--- config.mk ---
export PLATFORM = sky130hd
export DESIGN_NAME = logic_gate_unit
export DESIGN_NICKNAME = d
export VERILOG_FILES = /design/src/rtl/logic_gate_pkg.sv /design/src/rtl/logic_gate_skid.sv /design/src/rtl/logic_gate_unit.sv
export SDC_FILE = /design/constraint.sdc
export NUM_CORES = 1
export LEC_CHECK = 0
export ABC_AREA = 1
export CAP_MARGIN = 20
export CELL_PAD_IN_SITES_DETAIL_PLACEMENT = 2
export CELL_PAD_IN_SITES_GLOBAL_PLACEMENT = 2
export CORE_ASPECT_RATIO = 0.8
export CORE_MARGIN = 1.5
export CORE_UTILIZATION = 29
export DETAILED_ROUTE_END_ITERATION = 16
export HOLD_SLACK_MARGIN = 0.02
export PLACE_DENSITY = 0.87
export SYNTH_ARGS = -nofsm -noshare
export SYNTH_HDL_FRONTEND = slang
export SYNTH_SLANG_ARGS = --single-unit
export TNS_END_PERCENT = 100
--- constraint.sdc ---
create_clock -name clk -period 2.4 [get_ports clk]
set_clock_uncertainty 0.1 [all_clocks]
set_input_delay 0.36 -clock clk [delete_from_list [all_inputs] [get_ports clk]]
set_output_delay 0.36 -clock clk [all_outputs]
set_load 0.03 [all_outputs]
--- src/rtl/logic_gate_pkg.sv ---
// Shared definitions for the logic gate unit: op encoding and the reference
// bitwise operation used by both the datapath and its bench model.
package logic_gate_pkg;

   localparam int OP_W  = 3;
   localparam int MAX_W = 256;

   typedef enum logic [OP_W-1:0] {
      OP_AND  = 3'd0,
      OP_OR   = 3'd1,
      OP_XOR  = 3'd2,
      OP_NAND = 3'd3,
      OP_NOR  = 3'd4,
      OP_XNOR = 3'd5,
      OP_ANDN = 3'd6,
      OP_PASS = 3'd7
   } op_e;

   // Operands are zero-extended to MAX_W by the caller; callers truncate the result.
   function automatic logic [MAX_W-1:0] apply_op(input logic [MAX_W-1:0] a,
                                                 input logic [MAX_W-1:0] b,
                                                 input op_e op);
      logic [MAX_W-1:0] r;
      case (op)
         OP_AND:  r = a & b;
         OP_OR:   r = a | b;
         OP_XOR:  r = a ^ b;
         OP_NAND: r = ~(a & b);
         OP_NOR:  r = ~(a | b);
         OP_XNOR: r = ~(a ^ b);
         OP_ANDN: r = a & ~b;
         default: r = a;
      endcase
      return r;
   endfunction

endpackage

--- src/rtl/logic_gate_skid.sv ---
// Generic valid/ready stage: a single output register (SKID=0) or a 2-entry
// skid buffer whose in_ready is purely register-derived (SKID=1).
module logic_gate_skid #(
   parameter int W    = 10,
   parameter bit SKID = 1'b0
) (
   input  logic         clk,
   input  logic         rst,
   input  logic         in_valid,
   output logic         in_ready,
   input  logic [W-1:0] in_data,
   output logic         out_valid,
   input  logic         out_ready,
   output logic [W-1:0] out_data
);

   logic [W-1:0] data_p0;
   logic         vld_p0;
   logic         accept;
   logic         consume;

   assign accept    = in_valid && in_ready;
   assign consume   = vld_p0 && out_ready;
   assign out_valid = vld_p0;
   assign out_data  = data_p0;

   generate
      if (SKID) begin : g_skid
         logic [W-1:0] data_p1;
         logic         vld_p1;

         assign in_ready = !vld_p1;

         // Main entry p0 drives the output; p1 catches the one beat that lands while stalled.
         always_ff @(posedge clk) begin
            if (rst) begin
               vld_p0  <= 1'b0;
               vld_p1  <= 1'b0;
               data_p0 <= '0;
               data_p1 <= '0;
            end else if (!vld_p0 || consume) begin
               if (vld_p1) begin
                  data_p0 <= data_p1;
                  vld_p0  <= 1'b1;
                  vld_p1  <= 1'b0;
               end else if (accept) begin
                  data_p0 <= in_data;
                  vld_p0  <= 1'b1;
               end else begin
                  vld_p0  <= 1'b0;
               end
            end else if (accept) begin
               data_p1 <= in_data;
               vld_p1  <= 1'b1;
            end
         end
      end else begin : g_reg
         assign in_ready = !vld_p0 || out_ready;

         always_ff @(posedge clk) begin
            if (rst) begin
               vld_p0  <= 1'b0;
               data_p0 <= '0;
            end else if (accept) begin
               data_p0 <= in_data;
               vld_p0  <= 1'b1;
            end else if (consume) begin
               vld_p0  <= 1'b0;
            end
         end
      end
   endgenerate

endmodule

--- src/rtl/logic_gate_unit.sv ---
// Registered WIDTH-bit bitwise logic unit with valid/ready handshake, reduction
// flags and a saturating beat counter. Define LOGIC_GATE_UNIT_SKID_EN for a 2-entry skid output.
module logic_gate_unit
   import logic_gate_pkg::*;
#(
   parameter int WIDTH = 8,
   parameter int CNT_W = 16
) (
   input  logic             clk,
   input  logic             rst,
   input  logic             in_valid,
   output logic             in_ready,
   input  logic [WIDTH-1:0] a,
   input  logic [WIDTH-1:0] b,
   input  logic [OP_W-1:0]  op,
   output logic             out_valid,
   input  logic             out_ready,
   output logic [WIDTH-1:0] c,
   output logic             c_all,
   output logic             c_any,
   output logic [CNT_W-1:0] txn_cnt
);

`ifdef LOGIC_GATE_UNIT_SKID_EN
   localparam bit SKID = 1'b1;
`else
   localparam bit SKID = 1'b0;
`endif

   logic [WIDTH-1:0] res;
   logic [WIDTH+1:0] res_pkt;
   logic [WIDTH+1:0] out_pkt;
   logic             accept;

   assign res     = WIDTH'(apply_op(MAX_W'(a), MAX_W'(b), op_e'(op)));
   assign res_pkt = {&res, |res, res};
   assign accept  = in_valid && in_ready;

   logic_gate_skid #(
      .W    (WIDTH + 2),
      .SKID (SKID)
   ) u_stage (
      .clk       (clk),
      .rst       (rst),
      .in_valid  (in_valid),
      .in_ready  (in_ready),
      .in_data   (res_pkt),
      .out_valid (out_valid),
      .out_ready (out_ready),
      .out_data  (out_pkt)
   );

   assign c     = out_pkt[WIDTH-1:0];
   assign c_any = out_pkt[WIDTH];
   assign c_all = out_pkt[WIDTH+1];

   always_ff @(posedge clk) begin
      if (rst) begin
         txn_cnt <= '0;
      end else if (accept && (txn_cnt != {CNT_W{1'b1}})) begin
         txn_cnt <= txn_cnt + CNT_W'(1);
      end
   end

endmodule

==> impl_metrics.toml <==
[detailed_routing]
wire_per_inst_um = 17.23
drt-initial-drc-count = 46
viasPerCell = 4.968
routed_wl_um = 9150
drcViolationCount = 0
ant_nets = 0
firstDrtPassIters = 4
vias = 2638

[timing]
setup_violations = 0
finalHoldViolCount = 0
rsz0062_at_grt = "no"
setup-tns-final_ns = 0
fmax_mhz = 451.4
slew_violations = 0
min_period_ns = 2.215
period_share_pct = 92.30
worstMarginPinSlew_ns = 0.6813
relSlewSlack_pct = 54.16

[critical_path]
crit_path_cell_trace = "clkdlybuf4s50_1 > buf_4 > inv_2 > nand3_1 > o21ai_0 > nor2_1 > nand3_1 > nand2_1 > inv_1 > nand3_1 > a21oi_1"
cpMostUsedCell = "nand3_1"
crit_path_end_kind = "register"
critical-path-top-delay-family = "buffers and inverters"
worstPathArrival_ns = 2.32
crit_fanout = 25
critPathSlowestCell = "clkdlybuf4s50_1"
start_kind = "primary input"
critical_path_buf_inv_count = 4
required_ns = 2.51
path_class = "primary input to register"
cp_slowest_stage_delay_ns = 0.41

[logic_synthesis]
yosysSeqAreaShare_pct = 23.83
synth_seq_cells = 27
synth.distinct_cells = 29
synth_area_per_cell_sq_um = 6.354
syn_nets = 405
synth_area_sq_mm = 0.002268
yosys_warnings = 0
synthCells = 357

[layout]
instances_no_fill = 531
fin_nets = 475
multiInputGateArea_sq_mm = 0.001448
fin_area_sq_mm = 0.003103
drive_gt1_share_pct = 10.33
syn2layout_area_growth_pct = 36.79
regArea_sq_um = 540.5
num_antenna_cells = 0
fillers = 951
fin_util_pct = 41.39

[floorplan]
core_area_sq_mm = 0.007497
ios = 51
initial_utilization_pct = 30.26
placementRows = 28
die_w_um = 101.9
die-area_sq_mm = 0.008365
die_y_um = 82.11

[clock_tree]
ctsResizeCount = 0
cts_tree = "built"
clk_path_buf_depth = 2
clock_sinks = 27
cts.htree.levels = 1
root_buffer = "clkbuf_8"
ctsHoldBuffers = 0
clk_latency_ns = 0.28
cts_setup_buffers = 0
cts_made_buffers = 3
clk_pin_slew_worst_paths_ns = 0.10

[power]
sw_frac_of_total_pct = 34.82
vdd_drop_max_mv = 0.2424
power_frac_seq_pct = 41.6
switchingPower_uw = 402.3
clkPwrFrac_pct = 23.8
internal-power_uw = 753.2
p_per_area_mw_per_mm2 = 372.4
leakage_uw = 0.001413
combPwrFrac_pct = 34.6
fin_total_pwr_uw = 1156

[worst_hold_path]
hold_class = "register to register"

[global_routing]
antenna_found_initial = 0
grt_max_degree = 26
grt_util_met1_pct = 29.53
grt_usage_pct = 22.73
grt_first_pass_wirelength_um = 14680
grt_use_met2_pct = 40.80
grt-ovfl-total = 0
grt_pass1_vias = 2912
use_met3_pct = 3.199
top_usage_layer = "met2"

[placed_design]
place_hpwl_um = 7271
dpl.cell_count = 527
gp_congestion = 0.8130
portBuffers = 50
placed_cell_area_sq_mm = 0.003054

[job]
cap_violations = 0

[outcome]
outcome = "completed"
[per-stage QoR]
step | hold slack [ns] | worst slack, ns
after floorplan | 0.3291 | 0.5714
after global placement | 0.3770 | 0.1184
after detailed placement | 0.3852 | -0.08942
after CTS | 0.4015 | 0.2125
after global routing | 0.4186 | 0.001840
final | 0.3959 | 0.1848
[path summary, 6_finish.rpt]
| path | start | cells after the start | slack (ns) | to |
|---|---|---|---|---|
| max reg2reg | txn_cnt[0] | 7 | 0.24 | txn_cnt[14] |
| min | u_stage.out_data[0] | 2 | 0.40 | u_stage.out_data[0] |
| min reg2reg | u_stage.out_data[0] | 2 | 0.40 | u_stage.out_data[0] |
| max | op[2] | 11 | 0.18 | u_stage.out_data[9] |
[power groups by stage]
stage | combinational, uW | clock, uW | sequential, uW
5_1_grt | 439 | 299 | 482
2_1_floorplan | 170 | 0 | 521
3_3_place_gp | 376 | 0 | 489
4_1_cts | 404 | 285 | 480
6_report | 400 | 275 | 480
3_5_place_dp | 400 | 0 | 490
[worst register-to-register path, delay by kind of cell (launching register included)]
family	cells	cell delay, ns
buffers and inverters	1	0.09
AND/OR/NAND/NOR	5	1.27
flip-flops	1	0.43
adder cells (fa/ha/maj)	1	0.22
[cell usage after synthesis, drive strengths merged]
cell    count  area share, %
dfxtp      27             24
nor4        1           0.28
nand3b      3           0.99
inv        57            9.4
clkbuf      3           0.50
nor3b       2           0.66
ha         25             14
buf         8            2.4
o21ai      25            5.5
nand4      14            3.9
a21oi      13            2.9
nor2       68             12
and3        1           0.28
nand2      57             10
nor3        7            1.8
o21bai      1           0.33
xor2        1           0.39
o31ai       1           0.33
nand3      43             10
[kinds of logic after synthesis]
logic type / count (synthesis) / synth area share (%)
buf+inv: 68 / 12.35
simple gates: 196 / 40.60
xor+xnor: 1 / 0.3862
flops: 27 / 23.83
fa+ha+maj: 25 / 13.79
compound gates: 40 / 9.046
[state kept, by name (all words and copies together) (netlist names)]
register           count
txn_cnt               16
u_stage.out_data      10
u_stage.out_valid      1
[area by class of cell]
| cell class | count | area share, % |
|---|---|---|
| Clock buffer | 3 | 1.331 |
| Tap cell | 105 | 4.234 |
| Multi-Input combinational cell | 262 | 46.65 |
| Clock inverter | 1 | 0.2419 |
| Inverter | 57 | 6.895 |
| Timing Repair Buffer | 76 | 23.23 |
| Sequential cell | 27 | 17.42 |
[layer usage]
metal  share of wire (%)  routed length, um
met1                  47               4309
met2                  49               4507
met3                 2.6                241
met4                0.99                 91
met5                   0                  0
[cell usage in the layout, fill, tap and decap left out, types with 2 or more instances in the layout]
master and n:
dfxtp_1 27, nand2_1 54, nand4_1 14, inv_2 3, nor3b_1 2, a21oi_1 13
nor3_1 6, ha_1 25, nand3_1 39, buf_12 2, clkbuf_8 3, nand3_2 4
clkdlybuf4s50_1 50, buf_4 24, inv_1 54, nand2_2 2, nand3b_1 3, o21ai_0 25
nor2_1 65
Note: power is estimated with default switching activity, not from simulation.
